File: src/rtl/gray_accumulator.sv
// gray_accumulator
//   Streaming frame accumulator that stays in the gray domain at its
//   boundary. An internal gray_code_adder adds the running gray total (a)
//   and the incoming gray sample (b). At frame end the gray total, the
//   saturating carry-out count and the saturating sample count are
//   presented on a valid/ready output port.
//
// Ports
//   clk        in   clock, rising edge
//   rst_n      in   asynchronous active-low reset
//   clr        in   synchronous frame abort (wins over any handshake)
//   in_valid   in   sample valid
//   in_ready   out  sample can be accepted (registered)
//   in_gray    in   [WIDTH] gray-coded sample
//   in_last    in   sample closes the frame
//   out_valid  out  frame result valid (registered)
//   out_ready  in   downstream takes the result
//   out_sum    out  [WIDTH] gray frame total mod 2^WIDTH
//   out_ovf    out  [CNT_W] adds that produced a carry, saturating
//   out_cnt    out  [CNT_W] samples in the frame, saturating

// Gray-in / gray-out adder: convert both operands to binary, add, and
// re-encode the wrapped sum. co is the binary carry out of the MSB.
module gray_code_adder #(
  parameter int WIDTH = 4
) (
  input  logic [WIDTH-1:0] a,
  input  logic [WIDTH-1:0] b,
  input  logic             ci,
  output logic [WIDTH-1:0] sum,
  output logic             co
);

  // Binary bit i is the XOR of all gray bits at and above i.
  function automatic logic [WIDTH-1:0] g2b(input logic [WIDTH-1:0] g);
    logic [WIDTH-1:0] r;
    for (int i = 0; i < WIDTH; i++) r[i] = ^(g >> i);
    return r;
  endfunction

  logic [WIDTH-1:0] a_bin, b_bin;
  logic [WIDTH:0]   s_bin;

  always_comb begin
    a_bin = g2b(a);
    b_bin = g2b(b);
    s_bin = {1'b0, a_bin} + {1'b0, b_bin} + {{WIDTH{1'b0}}, ci};
    sum   = s_bin[WIDTH-1:0] ^ (s_bin[WIDTH-1:0] >> 1);
    co    = s_bin[WIDTH];
  end

endmodule

module gray_accumulator #(
  parameter int WIDTH = 4,
  parameter int CNT_W = 8
) (
  input  logic             clk,
  input  logic             rst_n,
  input  logic             clr,
  input  logic             in_valid,
  output logic             in_ready,
  input  logic [WIDTH-1:0] in_gray,
  input  logic             in_last,
  output logic             out_valid,
  input  logic             out_ready,
  output logic [WIDTH-1:0] out_sum,
  output logic [CNT_W-1:0] out_ovf,
  output logic [CNT_W-1:0] out_cnt
);

  typedef enum logic {ACC, HOLD} state_e;

  state_e           state_q, state_d;
  logic [WIDTH-1:0] acc_q, acc_d;
  logic [CNT_W-1:0] ovf_q, ovf_d;
  logic [CNT_W-1:0] cnt_q, cnt_d;
  logic             in_ready_q, in_ready_d;
  logic             out_valid_q, out_valid_d;
  logic [WIDTH-1:0] out_sum_q, out_sum_d;
  logic [CNT_W-1:0] out_ovf_q, out_ovf_d;
  logic [CNT_W-1:0] out_cnt_q, out_cnt_d;

  logic [WIDTH-1:0] add_sum;
  logic             add_co;
  logic             accept;
  logic [CNT_W-1:0] ovf_upd, cnt_upd;

  gray_code_adder #(.WIDTH(WIDTH)) u_add (
    .a   (acc_q),
    .b   (in_gray),
    .ci  (1'b0),
    .sum (add_sum),
    .co  (add_co)
  );

  always_comb begin
    accept  = in_valid & in_ready_q & (state_q == ACC);
    ovf_upd = (add_co && ovf_q != '1) ? ovf_q + CNT_W'(1) : ovf_q;
    cnt_upd = (cnt_q != '1) ? cnt_q + CNT_W'(1) : cnt_q;
  end

  always_comb begin
    state_d     = state_q;
    acc_d       = acc_q;
    ovf_d       = ovf_q;
    cnt_d       = cnt_q;
    in_ready_d  = in_ready_q;
    out_valid_d = out_valid_q;
    out_sum_d   = out_sum_q;
    out_ovf_d   = out_ovf_q;
    out_cnt_d   = out_cnt_q;

    if (clr) begin
      // Abort drops any accept or output handshake of this cycle; the
      // last published result fields are left as they were.
      state_d     = ACC;
      acc_d       = '0;
      ovf_d       = '0;
      cnt_d       = '0;
      out_valid_d = 1'b0;
      in_ready_d  = 1'b1;
    end else begin
      unique case (state_q)
        ACC: begin
          // in_ready is 0 out of reset; this raises it on the first edge.
          in_ready_d = 1'b1;
          if (accept) begin
            acc_d = add_sum;
            ovf_d = ovf_upd;
            cnt_d = cnt_upd;
            if (in_last) begin
              state_d     = HOLD;
              out_sum_d   = add_sum;
              out_ovf_d   = ovf_upd;
              out_cnt_d   = cnt_upd;
              out_valid_d = 1'b1;
              in_ready_d  = 1'b0;
            end
          end
        end
        HOLD: begin
          if (out_valid_q && out_ready) begin
            state_d     = ACC;
            out_valid_d = 1'b0;
            in_ready_d  = 1'b1;
            acc_d       = '0;
            ovf_d       = '0;
            cnt_d       = '0;
          end
        end
        default: state_d = ACC;
      endcase
    end
  end

  always_ff @(posedge clk or negedge rst_n) begin
    if (!rst_n) begin
      state_q     <= ACC;
      acc_q       <= '0;
      ovf_q       <= '0;
      cnt_q       <= '0;
      in_ready_q  <= 1'b0;
      out_valid_q <= 1'b0;
      out_sum_q   <= '0;
      out_ovf_q   <= '0;
      out_cnt_q   <= '0;
    end else begin
      state_q     <= state_d;
      acc_q       <= acc_d;
      ovf_q       <= ovf_d;
      cnt_q       <= cnt_d;
      in_ready_q  <= in_ready_d;
      out_valid_q <= out_valid_d;
      out_sum_q   <= out_sum_d;
      out_ovf_q   <= out_ovf_d;
      out_cnt_q   <= out_cnt_d;
    end
  end

  assign in_ready  = in_ready_q;
  assign out_valid = out_valid_q;
  assign out_sum   = out_sum_q;
  assign out_ovf   = out_ovf_q;
  assign out_cnt   = out_cnt_q;

endmodule

File: config.mk
export PLATFORM = sky130hd
export DESIGN_NAME = gray_accumulator
export DESIGN_NICKNAME = d
export VERILOG_FILES = /design/src/rtl/gray_accumulator.sv
export SDC_FILE = /design/constraint.sdc
export NUM_CORES = 1
export LEC_CHECK = 0
export ABC_AREA = 1
export CORE_ASPECT_RATIO = 1.5
export CORE_MARGIN = 1
export CORE_UTILIZATION = 40
export DETAILED_ROUTE_END_ITERATION = 6
export HOLD_SLACK_MARGIN = 0.12
export PLACE_DENSITY = 0.63
export SLEW_MARGIN = 40
export SYNTH_ARGS = -nofsm -noshare
export SYNTH_HDL_FRONTEND = slang
export SYNTH_HIERARCHICAL = 1
export SYNTH_SLANG_ARGS = --single-unit
export TNS_END_PERCENT = 10
File: constraint.sdc
create_clock -name clk -period 8.9 [get_ports clk]
set_input_delay 2.67 -clock clk [delete_from_list [all_inputs] [get_ports clk]]
set_output_delay 2.67 -clock clk [all_outputs]
set_load 0.03 [all_outputs]
After elaboration in Yosys (flattened, before gate mapping):

Cells that the tools add are included.

* $add $sub $neg: 3
* eq/ne operators: 5
* multiplexer cells: 28
* bitwise operators: 5
* reductions and logical operators: 13

Operator list (number)
* $mux 8: 7
* $pmux 8 s2: 2
* $reduce_xor 4->1: 8
* $add 8x1->8 const B: 2
* $ne 8x8->1 const B: 2
* $mux 1: 12
* $mux 4: 3
* $pmux 4 s2: 1
* $ne 3x3->1 const B: 2
* $pmux 1 s2: 3
* $add 4x4->5: 1
* $reduce_and 4->1: 1
* $xor 4x3->4: 1
* $ne 3x2->1 const B: 1
* $reduce_and 3->1: 1
* $and 1x1->1: 2
* $logic_and 1x1->1: 2
* $not 1->1: 2
* $reduce_and 2->1: 1

* register bits after elaboration: 43
* word-level logic and storage cells: 63

Logic depth before layout (Yosys ltp):

Gate-level depths: netlist of the first run.

* depth after elaboration: 7
* depth in mapped cells: 14
* depth with buffers taken out: 14

Hierarchy:

Netlist of the first run, hierarchy kept.

Modules (own cells, without submodules)
* gray_accumulator: times used 1, cells each 268, area an instance 2138.3 um^2, sequential area each 1076.0 um^2
* gray_code_adder: times used 1, cells each 39, area an instance 300.3 um^2, sequential area each 0.0 um^2

Least setup slack after synthesis of the first run:

No wires, ideal clock.

* path kind: input-to-reg
* from: input port in_gray[3]
* to: register out_ovf_q[7] (netlist: out_ovf[7])
* setup time: 117 ps
* arrival: 4903 ps
* data required time: 8783 ps
* slack: 3880 ps
* stages on the path: 12
* path buffers: 0
* path through: xor2_2 xor2_1 fa_1 fa_1 o21ai_0 nand2_1 nor2_2 nand2_1 nor2_1 nand3_1 nand3_1 nand2_1

* word-level cells in the longest chain between the ends: 4
* elaborated cells between the ends (all ways): 7
* classes of those cells: 1 x add/sub; 1 x mux; 5 x reduce/logical

Ends and longest elaborated chain
* start, declared: RTL line 63 `input logic [WIDTH-1:0] in_gray,`
* $reduce_xor 4->1: RTL line 37 `for (int i = 0; i < WIDTH; i++) r[i] = ^(g >> i);`
* $add 4x4->5 (*): RTL line 47 `s_bin = {1'b0, a_bin} + {1'b0, b_bin} + {{WIDTH{1'b0}}, ci};`
* named net add_co: RTL line 85 `logic add_co;`
* $logic_and 1x1->1 (*): RTL line 99 `ovf_upd = (add_co && ovf_q != '1) ? ovf_q + CNT_W'(1) : ovf_q;`
* $mux 8 (*): RTL line 99
* end signal, assigned: RTL line 176 `out_ovf_q <= out_ovf_d;`
* end, declared: RTL line 81 `logic [CNT_W-1:0] out_ovf_q, out_ovf_d;`

The timed path passes the listed nets; every way through them passes the cells marked *.
A chain may end at the register's enable or synchronous reset.

Worst setup path in the final report of the first run:

* from: input port in_gray[3]
* to: register ovf_q[5]

* word-level cells in the longest chain between the ends: 7
* elaborated cells between the ends (all ways): 10
* classes of those cells: 1 x add/sub; 4 x mux; 5 x reduce/logical

Ends and longest elaborated chain
* $reduce_xor 4->1: RTL line 37
* $add 4x4->5 (*): RTL line 47
* named net add_co: RTL line 85
* $logic_and 1x1->1 (*): RTL line 99
* $mux 8 (*): RTL line 99
* $mux 8 (*): RTL line 128 `if (accept) begin`
* $pmux 8 s2 (*): RTL line 124 `unique case (state_q)`
* $mux 8 (*): RTL line 114 `if (clr) begin`
* end signal, assigned: RTL line 171 `ovf_q <= ovf_d;`
* end, declared: RTL line 76 `logic [CNT_W-1:0] ovf_q, ovf_d;`

The timed path passes the listed nets; every way through them passes the cells marked *. The select of a mux whose other input is x is not followed.

==> results by group, run 1 <==
Outcome
  – Status: complete, no violations

Clock network
  – # clock sinks: 43
  – Longest Clk Path Bufs: 2
  – Worst skew pair latency: approximately 0.3 ns
  – Root buffer cell: clkbuf_8
  – Hold buffers post-CTS: 0
  – Clock H-tree levels: 2
  – CTS Buf Count: 5
  – Post-cts repair resize count: 0
  – CTS tree: done
  – Post-CTS setup buffer count: 0
  – Reg clk slew, reported paths: around 0.080 ns

Critical path
  – Critical Path End Type: flip-flop
  – Worst EP arrival: a little under 6 ns
  – Worst-path fanout max: 6
  – Startpoint types: primary input
  – Reg2Reg Depth: 14
  – Crit Path Class: primary input to flip-flop
  – WP data required: 9.12 ns

Route
  – Iteration-0 DRC Markers: 78
  – Detail-routed net length per standard cell: between 10 and 15 um
  – DRC viols: 0
  – Drt total wl: approximately 5200 um
  – DR vias: a little over 2000
  – Detail-routed via count per cell: between 4 and 5
  – Router iterations before antenna repair: 4
  – Post-route ant nets: 0

Hold path
  – Worst Hold Path Cells: 2
  – Hold Crit Class: flip-flop to flip-flop

Logic synthesis
  – Post-Synth Simple-Gate Area: 30.89%
  – Syn_area_per_cell: 7.943 um^2
  – Largest cells by area after synthesis: dfrtp_1, nand2_1, nand3_1
  – Synth Cell Area: about 2400 um^2
  – Part of the Yosys area used for sequential elements: 44.13%
  – Main combinational cell family by area after synthesis: simple AND/OR/NAND/NOR gates
  – Synth area leader: dfrtp_1
  – Post-synthesis xor/xnor area fraction: under 10%
  – Yosys reg bits: 43
  – Post-synth EDFFs: 0
  – Synth Area in Compound Gates: just over 7%
  – Ys async rst share: 100.0%
  – Synth cell types: 33
  – Primary FF master, synth: dfrtp_1
  – Mux share of post-synthesis cell area: 0%
  – Yosys top cell area share: between 40% and 50%
  – Cells after Synth: around 300
  – Synth Area in Adders: under 10%
  – Synth warn: 6
  – Mapped Nets: around 320

Placement
  – RD Place Congestion: between 0.7 and 0.8
  – Placed insts: 404
  – Post-DP HPWL: ~3700 um
  – Buffers on Ports: 31

Pwr
  – Leak pwr: between 1 and 1.5 nW
  – Power Density: 230.2 nW/um^2
  – Maximum vdd drop: about 180 uV

Floorplanning
  – Core Region: 5828 um^2
  – Initial core utilization: between 40% and 50%
  – IO Count: 32
  – Die area: 6419 um^2
  – Die width: ~66 um
  – Die Y: around 98 um
  – Num rows: 34

STA
  – Max frequency: ~180 MHz
  – Shortest period the worst path allows: approximately 5.6 ns
  – Final Skew: between 0.01 and 0.015 ns
  – Unrepaired setup endpoints after global routing: no
  – Setup_tns: 0 ns
  – Slew headroom: a little over 50%
  – Slew @ Worst Pin: about 0.73 ns
  – Hold Fails Final Rpt: 0
  – Period utilization: between 60% and 70%
  – Setup violators final: 0
  – Fin. max-slew vios: 0

Layout
  – Share of layout cells above drive strength 1: 10.88%
  – # nets final: 356
  – Finished Layout Cells: ~410
  – Most common cell after layout, fill and taps aside: nand2_1
  – Area grow syn2layout: 19.04%
  – Multi-input gate area: around 1200 um^2
  – Fill cells: around 580
  – Area occupied by registers: 1076 um^2
  – Most frequent cells in the layout: nand2_1, nand3_1, dfrtp_1
  – N_diodes: 0

GRT
  – First-pass GRT wire length: 9073 um
  – Vias in the first global route: ~2000
  – Initial antenna violation count: 0
  – Largest net degree at the start of global routing: 44
  – All-Layer GR Usage: between 10% and 20%
  – Grt ovf: 0

Flow run
  – Max Cap Violations: 0
[stage by stage]
step | hold WS (ns) | setup WS [ns] | util, % | area, um^2 | power [mW]
3_3_place_gp | 0.4667 | 3.137 | 47.98 | 2796 | 0.5274
3_5_place_dp | 0.4652 | 3.000 | 48.02 | 2799 | 0.5352
5_1_grt | 0.4986 | 2.970 | 49.81 | 2903 | 0.7230
4_1_cts | 0.4861 | 3.323 | 49.81 | 2903 | 0.6768
6_report | 0.4811 | 3.302 | 49.81 | 2903 | 0.6682
2_1_floorplan | 0.4732 | 3.880 | - | 2439 | 0.4482
[critical path, cell delays in order]
cell and delay, ns:
clkdlybuf4s50_1 0.52, xor2_2 0.25, xor2_1 0.13, fa_1 0.42, fa_1 0.41, o21ai_0 0.61
nand2_1 0.18, inv_1 0.09, nand2_1 0.07, nor2_2 0.13, nand2_1 0.06, nand2_1 0.08
nand3_1 0.07, o21ai_1 0.11
[Yosys cell counts, types with 4 or more instances]
cell type and number:
nand2_1 96, dfrtp_1 43, nand3_1 43, inv_1 39, o21ai_0 16, o21ai_1 7
nor2_1 6, ha_1 5, nand2_2 5, nor2_2 5, xnor2_1 5, inv_2 4
xor2_2 4
[layout make-up]
class	instances	share of cell area [%]
sequential	43	37.07
timing repair buffer	31	10.60
clock buffer	7	3.319
inverter	44	5.733
clock inverter	1	0.2586
multi-input combinational	214	39.91
tap	72	3.103
[where the power goes]
group          leakage (nW)  internal [mW]  switching (mW)
logic                 0.806          0.113           0.178
registers             0.582          0.220          0.0180
clock network        0.0505         0.0707          0.0693
total                  1.44          0.403           0.265
[flip-flops by register name, summed over array words and instances (netlist names)]
name	cells
state_q	1
out_cnt	8
in_ready	1
out_sum	4
ovf_q	8
acc_q	4
cnt_q	8
out_ovf	8
out_valid	1
[kinds of logic after synthesis]
family	after synthesis
compound gates	30
xor+xnor	11
fa+ha+maj	7
buf+inv	50
flops	43
other cells	1
simple gates	165
[per-layer routing]
layer  part of all wire [%]  global-route usage (%)  wire, um
met3                    3.5                   3.756       180
met2                     51                   30.77      2643
met5                      0                       0         0
met4                   0.92                   6.689        48
met1                     45                   23.34      2322
[worst paths after layout]
| path | start | endpoint | slack [ns] |
|---|---|---|---|
| worst max register to register | acc_q[2] | ovf_q[5] | 5.63 |
| worst min-delay path | out_ovf[4] | out_ovf[4] | 0.48 |
| max in group asynchronous | rst_n | ovf_q[5] | 6.17 |
| worst min register to register | out_ovf[4] | out_ovf[4] | 0.48 |
| worst max-delay path | in_gray[3] | ovf_q[5] | 3.30 |
| min in group asynchronous | rst_n | ovf_q[2] | 2.35 |
No activity file was read; power rests on OpenSTA's default activity.
==> inputs of run 2 (changes only) <==
--- a/config.mk
+++ b/config.mk
@@ -11,7 +11,7 @@
 export CORE_UTILIZATION = 40
 export DETAILED_ROUTE_END_ITERATION = 6
 export HOLD_SLACK_MARGIN = 0.12
-export PLACE_DENSITY = 0.63
+export PLACE_DENSITY = 0.65
 export SLEW_MARGIN = 40
 export SYNTH_ARGS = -nofsm -noshare
 export SYNTH_HDL_FRONTEND = slang
==> constraint.sdc (replaced) <==
create_clock -name clk -period 5.1 [get_ports clk]
set_input_delay 1.53 -clock clk [delete_from_list [all_inputs] [get_ports clk]]
set_output_delay 1.53 -clock clk [all_outputs]
set_load 0.03 [all_outputs]
==> run 2 against run 1 <==
Compared with the run above: utilization rose by 0.064 points; clock-buffer cell count increased by 1; critical path depth unchanged; die area unchanged; flip-flop and latch count stayed put; clock power rose by 69%; final area is 0.13% higher; first-iteration DRC count is 1.3% higher; final cell count grew 0.24%; sequential share of layout area about the same; largest cell class unchanged; largest power group unchanged.
==> results by group, run 2 (synthesis results as in run 1) <==
STA
  – Hold Fails Final Rpt: 0 (unchanged)
  – Setup violators final: 0 (unchanged)
  – Setup_tns: 0 ns (unchanged)
  – Fin. max-slew vios: 0 (unchanged)
  – Period utilization: between 80% and 90%
  – Slew headroom: 51.00% (was 50.79%)
  – Final Skew: 0.003961 ns (was 0.01030 ns)
  – Shortest period the worst path allows: around 4.1 ns
  – Unrepaired setup endpoints after global routing: no (unchanged)
  – Max frequency: 242.6 MHz
  – Slew @ Worst Pin: 0.7342 ns (was 0.7305 ns)

GRT
  – Largest net degree at the start of global routing: 44 (unchanged)
  – Initial antenna violation count: 0 (unchanged)
  – Vias in the first global route: 2060 (was 1958)
  – Grt ovf: 0 (unchanged)
  – All-Layer GR Usage: 18.19% (was 18.59%)
  – First-pass GRT wire length: 9052 um (was 9073 um)

Pwr
  – Power Total: 1.171 mW (was 0.6682 mW)
  – Leak pwr: 1.444 nW (was 1.438 nW)
  – Power Density: 402.7 nW/um^2 (was 230.2 nW/um^2)
  – Int Power: 0.7111 mW (was 0.4034 mW)
  – Total net switching power: 0.4595 mW (was 0.2649 mW)
  – Sequential share of power: 35.3% (was 35.6%)
  – Gate power share: 44.5% (was 43.5%)
  – Maximum vdd drop: 212.8 uV (was 181.3 uV)
  – Clk pwr share: 20.2% (was 20.9%)
  – Sw Ratio: 39.25% (was 39.64%)

Floorplanning
  – IO Count: 32 (unchanged)
  – Num rows: 34 (unchanged)
  – Die Y: 97.63 um (unchanged)
  – Die width: 65.75 um (unchanged)
  – Initial core utilization: 41.84% (unchanged)
  – Core Region: 5828 um^2 (unchanged)
  – Die area: 6419 um^2 (unchanged)

Clock network
  – Clock H-tree levels: 2 (unchanged)
  – Post-CTS setup buffer count: 0 (unchanged)
  – CTS tree: done (unchanged)
  – Hold buffers post-CTS: 0 (unchanged)
  – Root buffer cell: clkbuf_8 (unchanged)
  – Worst skew pair latency: 0.30 ns (about the same)
  – Post-cts repair resize count: 0 (unchanged)
  – Longest Clk Path Bufs: 2 (unchanged)
  – # clock sinks: 43 (unchanged)
  – CTS Buf Count: 5 (unchanged)
  – Reg clk slew, reported paths: 0.08 ns (about the same)

Route
  – Detail-routed net length per standard cell: 12.41 um (was 12.61 um)
  – Router iterations before antenna repair: 4 (unchanged)
  – WL met3: 149 um (was 180 um)
  – Post-route ant nets: 0 (unchanged)
  – Top routing layer in use: met4 (unchanged)
  – Detail-routed via count per cell: 4.935 (was 4.922)
  – Iteration-0 DRC Markers: 79 (was 78)
  – Drt total wl: 5127 um (was 5195 um)
  – Met2 wire length: 2698 um (was 2643 um)
  – DR vias: 2038 (was 2028)
  – DRC viols: 0 (unchanged)
  – DRT met1 WL: 2108 um (was 2322 um)

Layout
  – Most common cell after layout, fill and taps aside: nand2_1 (unchanged)
  – Area grow syn2layout: 19.19% (was 19.04%)
  – Most frequent cells in the layout: nand2_1, nand3_1, dfrtp_1 (unchanged)
  – N_diodes: 0 (unchanged)
  – Share of layout cells above drive strength 1: 10.85% (was 10.88%)
  – # nets final: 357 (was 356)
  – Fill cells: 577 (unchanged)

Critical path
  – Worst-path fanout max: 6 (unchanged)
  – Reg2Reg Depth: 14 (unchanged)
  – Worst EP arrival: 4.32 ns (was 5.81 ns)
  – Crit Path Class: primary input to flip-flop (unchanged)
  – Startpoint types: primary input (unchanged)
  – Critical Path End Type: flip-flop (unchanged)
  – WP data required: 5.29 ns (was 9.12 ns)

Hold path
  – Hold Crit Class: flip-flop to flip-flop (unchanged)
  – Worst Hold Path Cells: 2 (unchanged)

Placement
  – Post-DP HPWL: 3713 um (was 3651 um)
  – RD Place Congestion: 0.8137 (was 0.7688)
  – Buffers on Ports: 31 (unchanged)

Outcome
  – Status: complete, no violations (unchanged)

Flow run
  – Max Cap Violations: 0 (unchanged)
-- run 2: cell types whose count changed in the layout (fill, tap and decap cells not counted), sizes merged --
cell | before | now
buf | 1 | 2
clkbuf | 7 | 8
clkinvlp | 1 | 0
-- run 2: path summary, 6_finish.rpt --
check                                start          to  slack [ns]
max in group asynchronous            rst_n    cnt_q[1]        3.51
worst max register to register    acc_q[2]    ovf_q[7]        2.14
worst min register to register  out_ovf[3]  out_ovf[3]        0.48
min in group asynchronous            rst_n  out_ovf[4]        1.21
worst max-delay path            in_gray[3]    ovf_q[7]        0.98
worst min-delay path            out_ovf[3]  out_ovf[3]        0.48
-- run 2: final cells by class --
cell class              count  area, um^2  area share (%)
multi-input cells         214        1159           39.86
well taps                  72       90.09           3.099
repair buffers             32       315.3           10.85
inverters                  44       166.4           5.725
clock buffers               8       100.1           3.444
flip-flops and latches     43        1076           37.02
-- run 2: power by group through the flow --
stage | registers [mW] | logic (mW) | clock network [mW]
after floorplan | 0.472 | 0.311 | 0
after global placement | 0.420 | 0.504 | 0
after detailed placement | 0.421 | 0.523 | 0
after CTS | 0.414 | 0.526 | 0.244
after global routing | 0.420 | 0.585 | 0.258
final | 0.414 | 0.520 | 0.236
-- run 2: worst max-delay path, stage by stage --
cell and delay [ns]:
clkdlybuf4s50_1 0.53, xor2_2 0.25, xor2_1 0.14, fa_1 0.43, fa_1 0.41, o21ai_0 0.20, buf_4 0.18, nand2_1 0.08
nor2_2 0.16, nand2_1 0.07, nor2_1 0.08, nand3_1 0.09, nand3_1 0.10, nand2_1 0.05
-- run 2: through the flow --
step | instances | util (%) | worst slack, ns | hold WS (ns) | instance area, um^2
after floorplan | 307 | - | 1.220 | 0.4732 | 2439
after global placement | 405 | 48.11 | 0.7804 | 0.4635 | 2804
after detailed placement | 405 | 48.15 | 0.6612 | 0.4654 | 2806
after CTS | 413 | 49.87 | 0.9804 | 0.4872 | 2907
after global routing | 413 | 49.87 | 0.7131 | 0.5021 | 2907
final | 413 | 49.87 | 0.9775 | 0.4802 | 2907
-- run 2: layer usage --
metal | vias up | GRT usage, %
met5 | - | 0
li1 | 1029 | -
met1 | 957 | 21.35
met3 | 13 | 2.934
met2 | 39 | 31.00
met4 | 0 | 9.030
